[src/rtl/gate_bist_pkg.sv]
// Shared types and constants for the 2-input gate self-test sequencer.
package gate_bist_pkg;

    typedef enum logic [1:0] {
        StIdle  = 2'd0,
        StWait  = 2'd1,
        StCheck = 2'd2,
        StDone  = 2'd3
    } state_e;

    localparam int unsigned NumVec = 4;

    // Expected gate output indexed by {B,A}
    localparam logic [3:0] TtNand = 4'b0111;
    localparam logic [3:0] TtAnd  = 4'b1000;
    localparam logic [3:0] TtOr   = 4'b1110;
    localparam logic [3:0] TtNor  = 4'b0001;
    localparam logic [3:0] TtXor  = 4'b0110;

endpackage

[src/rtl/gate_bist_ctrl.sv]
// Sweeps all four {B,A} vectors into a 2-input gate, waits SETTLE cycles per vector,
// samples C and accumulates a per-vector error mask and failure count.
module gate_bist_ctrl
    import gate_bist_pkg::*;
#(
    parameter int unsigned SETTLE = 1,
    parameter logic [3:0]  TRUTH  = TtNand
) (
    input  logic       clk,
    input  logic       rst,
    input  logic       start,
    input  logic       C,
    output logic       A,
    output logic       B,
    output logic       busy,
    output logic       done,
    output logic       pass,
    output logic [2:0] fail_count,
    output logic [3:0] err_mask
);

    if (SETTLE < 1 || SETTLE > 15) begin : g_bad_settle
        $error("gate_bist_ctrl: SETTLE must be in 1..15");
    end

    localparam logic [3:0] CntLoad = 4'(SETTLE - 1);

    state_e     state_q, state_d;
    logic [1:0] vec_q, vec_d;
    logic [3:0] cnt_q, cnt_d;
    logic [2:0] fail_q, fail_d;
    logic [3:0] err_q, err_d;
    logic [1:0] ab_q, ab_d;

    always_comb begin
        state_d = state_q;
        vec_d   = vec_q;
        cnt_d   = cnt_q;
        fail_d  = fail_q;
        err_d   = err_q;
        unique case (state_q)
            StIdle, StDone: begin
                if (start) begin
                    state_d = StWait;
                    vec_d   = 2'd0;
                    cnt_d   = CntLoad;
                    fail_d  = 3'd0;
                    err_d   = 4'd0;
                end
            end
            StWait: begin
                if (cnt_q == 4'd0) begin
                    state_d = StCheck;
                end else begin
                    cnt_d = cnt_q - 4'd1;
                end
            end
            StCheck: begin
                if (C != TRUTH[vec_q]) begin
                    err_d[vec_q] = 1'b1;
                    fail_d       = fail_q + 3'd1;
                end
                if (vec_q == 2'd3) begin
                    state_d = StDone;
                end else begin
                    vec_d   = vec_q + 2'd1;
                    cnt_d   = CntLoad;
                    state_d = StWait;
                end
            end
            default: state_d = StIdle;
        endcase
        // Registered gate inputs follow the next vector, parked at 0 outside a run
        ab_d = (state_d == StWait || state_d == StCheck) ? vec_d : 2'b00;
    end

    always_ff @(posedge clk or posedge rst) begin
        if (rst) begin
            state_q <= StIdle;
            vec_q   <= 2'd0;
            cnt_q   <= 4'd0;
            fail_q  <= 3'd0;
            err_q   <= 4'd0;
            ab_q    <= 2'b00;
        end else begin
            state_q <= state_d;
            vec_q   <= vec_d;
            cnt_q   <= cnt_d;
            fail_q  <= fail_d;
            err_q   <= err_d;
            ab_q    <= ab_d;
        end
    end

    assign A          = ab_q[0];
    assign B          = ab_q[1];
    assign busy       = (state_q == StWait) || (state_q == StCheck);
    assign done       = (state_q == StDone);
    assign pass       = done && (fail_q == 3'd0);
    assign fail_count = fail_q;
    assign err_mask   = err_q;

endmodule
[config.mk]
export PLATFORM = sky130hd
export DESIGN_NAME = gate_bist_ctrl
export DESIGN_NICKNAME = d
export VERILOG_FILES = /design/src/rtl/gate_bist_pkg.sv /design/src/rtl/gate_bist_ctrl.sv
export SDC_FILE = /design/constraint.sdc
export NUM_CORES = 1
export LEC_CHECK = 0
export ABC_AREA = 1
export CAP_MARGIN = 20
export CORE_MARGIN = 3
export CORE_UTILIZATION = 55
export DETAILED_ROUTE_END_ITERATION = 10
export PLACE_DENSITY = 0.86
export SLEW_MARGIN = 20
export SYNTH_ARGS = -nofsm -noshare
export SYNTH_HDL_FRONTEND = slang
export SYNTH_SLANG_ARGS = --single-unit
[constraint.sdc]
create_clock -name clk -period 3.63 [get_ports clk]
set_clock_uncertainty 0.15 [all_clocks]
set_input_delay 0.363 -clock clk [delete_from_list [all_inputs] [get_ports clk]]
set_output_delay 0.363 -clock clk [all_outputs]
set_load 0.01 [all_outputs]
==> impl_metrics.yaml <==
run_status:
  result_of_the_run: "finished, final reports clean"
synth:
  synth_area_per_cell_sq_um: 8.243
  postSynthNetCount: 130
  yosysWarnings: 0
  synthDominantCellAreaShare_pct: 43.37
  synth_edf_count: 0
  netlist_top_cells_area: "dfrtp_1 (43%), nand2_1 (11%), ha_1 (8.9%), inv_1 (7.3%), o21ai_0 (5.1%)"
  ys_ff_latch: 17
  synth_ff_type: "dfrtp_1"
  netlist_instances: 119
  synth_cell_area_sq_um: 980.9
  synthDominantAreaCellType: "dfrtp_1"
  synth-seq-area-share_pct: 43.37
  netlist-cell-type-count: 24
  synth_async_sr_flop_share_pct: 100.0
power_and_ir_drop:
  power.density_nw_per_um2: 744.6
  worst_ir_drop_vdd_uv: 639.3
  p_leak_nw: 0.5862
timing:
  final.setup.tns_ps: 0
  rsz0062_at_grt: "false"
  report.final.slew_viol_count: 0
  timing_worst_slew_pin_value_ps: 623.8
  fin_crit_sh_pct: 62.63
  fin_crit_ps: 2273
  relSlewSlack_pct: 58.36
  hold_viol: 0
  whs_ps: 294.4
  setup_viol_count_final: 0
  max_freq_ghz: 0.4399
setup_path:
  crit_path_top_delay_cell: "clkdlybuf4s50_1"
  crit_type: "reg -> out"
  family_with_the_most_delay_on_the_worst_path: "buffers and inverters"
  total_number_of_cells_along_the_worst_setup_path: 4
  critical-path-max-stage-delay_ps: 550
  worstPathBufferInverterCount: 3
  worst-r2r-cell-count: 8
  required_ps: 3120
  cp_max_fo: 5
  worstSetupEndpointType: "output port"
  worstPathArrival_ps: 1760
  startpoint_kind_of_the_worst_setup_timing_path: "flip-flop"
  timing.critical_path.cells: "inv_1 -> ha_1 -> inv_2 -> clkdlybuf4s50_1"
  reg2reg_setup_slack_ps: 1860
cts:
  clock_latency_ps: 280
  clock_tree.htree_level_count: 1
  max-clock-path-buffers: 2
  cts.sinks: 17
  cts_resized: 0
  cts_buffers: 3
  clock_tree_from_tritoncts: "yes"
  post-cts-setup-buffers: 0
  ctsHoldBuffers: 0
  clkTransAtPathRegs_ps: 100
  ctsRootBufferMaster: "clkbuf_4"
floorplanning:
  die_x_um: 48.23
  coreArea_sq_um: 1594
  io_pins: 16
  num_rows: 14
  die_area_sq_um: 2326
  die_h_um: 48.23
  initial_core_util_pct: 61.54
cells_and_area:
  layout-area-overhead-vs-synth_pct: 19.90
  final_nets: 149
  layout_common_cells: "nand2_1 (29), inv_1 (19), dfrtp_1 (17), clkdlybuf4s50_1 (15), o21ai_0 (10)"
  final_layout_size_suffix_gt1_share_pct: 11.68
  final_antenna_diode_count: 0
  layout.cells.most_common: "nand2_1"
  final_util_pct: 73.78
detailed_routing:
  route.detailed.vias_per_inst: 4.870
  drt_iter0_markers: 20
  drcViolationCount: 0
  detailroute.via_count: 784
  wl_per_cell_um: 10.53
  postRouteAntennaNets: 0
  drt_pre_antenna_iters: 4
  wirelength_um: 1695
grt:
  grt_pass1_wl_um: 2780
  number_of_antenna_violations_at_the_first_check_in_global_routing: 0
  grt_pass1_vias: 692
  gr-usage-all-layers_pct: 16.98
  grt_start_max_net_pins: 18
  grt-ovfl-total: 0
placement:
  gp_congestion: 0.8323
  dp.final_hpwl_um: 1311
  port-buffer-count: 15
min_path:
  min-delay-path-class: "in -> async"
run:
  max-cap-violations: 0
-- per-layer routing --
layer	track usage (%)	vias up	part of all wire [%]
li1	-	410	-
met1	20.55	356	47
met2	27.60	16	46
met3	6.273	2	5.4
met4	5.914	0	0.88
met5	0	-	0
-- metrics by stage --
step | std cells | cell area [sq um] | worst slack [ps] | total power [mW]
floorplan | 119 | 980.9 | 2019 | 0.6509
global placement | 157 | 1150 | 1715 | 0.7643
detailed placement | 157 | 1150 | 1674 | 0.7821
CTS | 161 | 1176 | 1350 | 0.8815
global route | 161 | 1176 | 1259 | 0.9629
finish | 161 | 1176 | 1357 | 0.8757
-- registers in the layout, indices dropped and copies added, names as in the netlist --
name,cells
cnt_q,4
err_mask,4
fail_count,3
ab_q,2
state_q,2
vec_q,2
-- worst register-to-register path, stage by stage, from the launching register on --
cell and delay (ps):
dfrtp_1 430, inv_1 80, ha_1 340, nor2_1 120
nor2_2 220, nand2_4 120, inv_4 90, nand3_1 60
o21ai_1 80
-- power by group --
group,switching (mW),total (mW),internal (mW),leakage [nW]
Clock,0.0558,0.0984,0.0426,0.0150
Combinational,0.294,0.496,0.203,0.343
Sequential,0.0415,0.281,0.239,0.228
-- logic make-up after synthesis --
logic type / after synthesis / synth area share, %
AND/OR/NAND/NOR: 50 / 25.25
AO/OA/AOI/OAI: 21 / 11.22
buffers and inverters: 22 / 9.439
adder cells (fa/ha/maj): 7 / 8.928
flip-flops: 17 / 43.37
XOR/XNOR: 2 / 1.786
-- area by class of cell --
class	instances	area [sq um]
clock buffer	4	26.28
fill	125	417.9
inverter	21	81.33
multi-input combinational	80	462.9
sequential	17	425.4
tap	24	30.03
timing repair buffer	15	150.1
-- synthesized netlist by cell type, types with 2 or more instances --
| master | number |
|---|---|
| nand2_1 | 29 |
| inv_1 | 19 |
| dfrtp_1 | 17 |
| o21ai_0 | 10 |
| ha_1 | 7 |
| nor2_1 | 6 |
| a21oi_1 | 4 |
| nor2_2 | 4 |
| o21ai_1 | 4 |
| nand3_1 | 3 |
| nand2_2 | 2 |
| o22ai_1 | 2 |
-- worst paths after layout --
check | start | to
max | state_q[0]$_DFF_PP0_ | busy
min | rst | fail_count[1]$_DFFE_PP0P_
max reg2reg | state_q[0]$_DFF_PP0_ | fail_count[0]$_DFFE_PP0P_
min reg2reg | cnt_q[0]$_DFFE_PP0P_ | cnt_q[0]$_DFFE_PP0P_
max in group asynchronous | rst | cnt_q[1]$_DFFE_PP0P_
min in group clk | cnt_q[0]$_DFFE_PP0P_ | cnt_q[0]$_DFFE_PP0P_
Note: power is estimated with default switching activity, not from simulation.
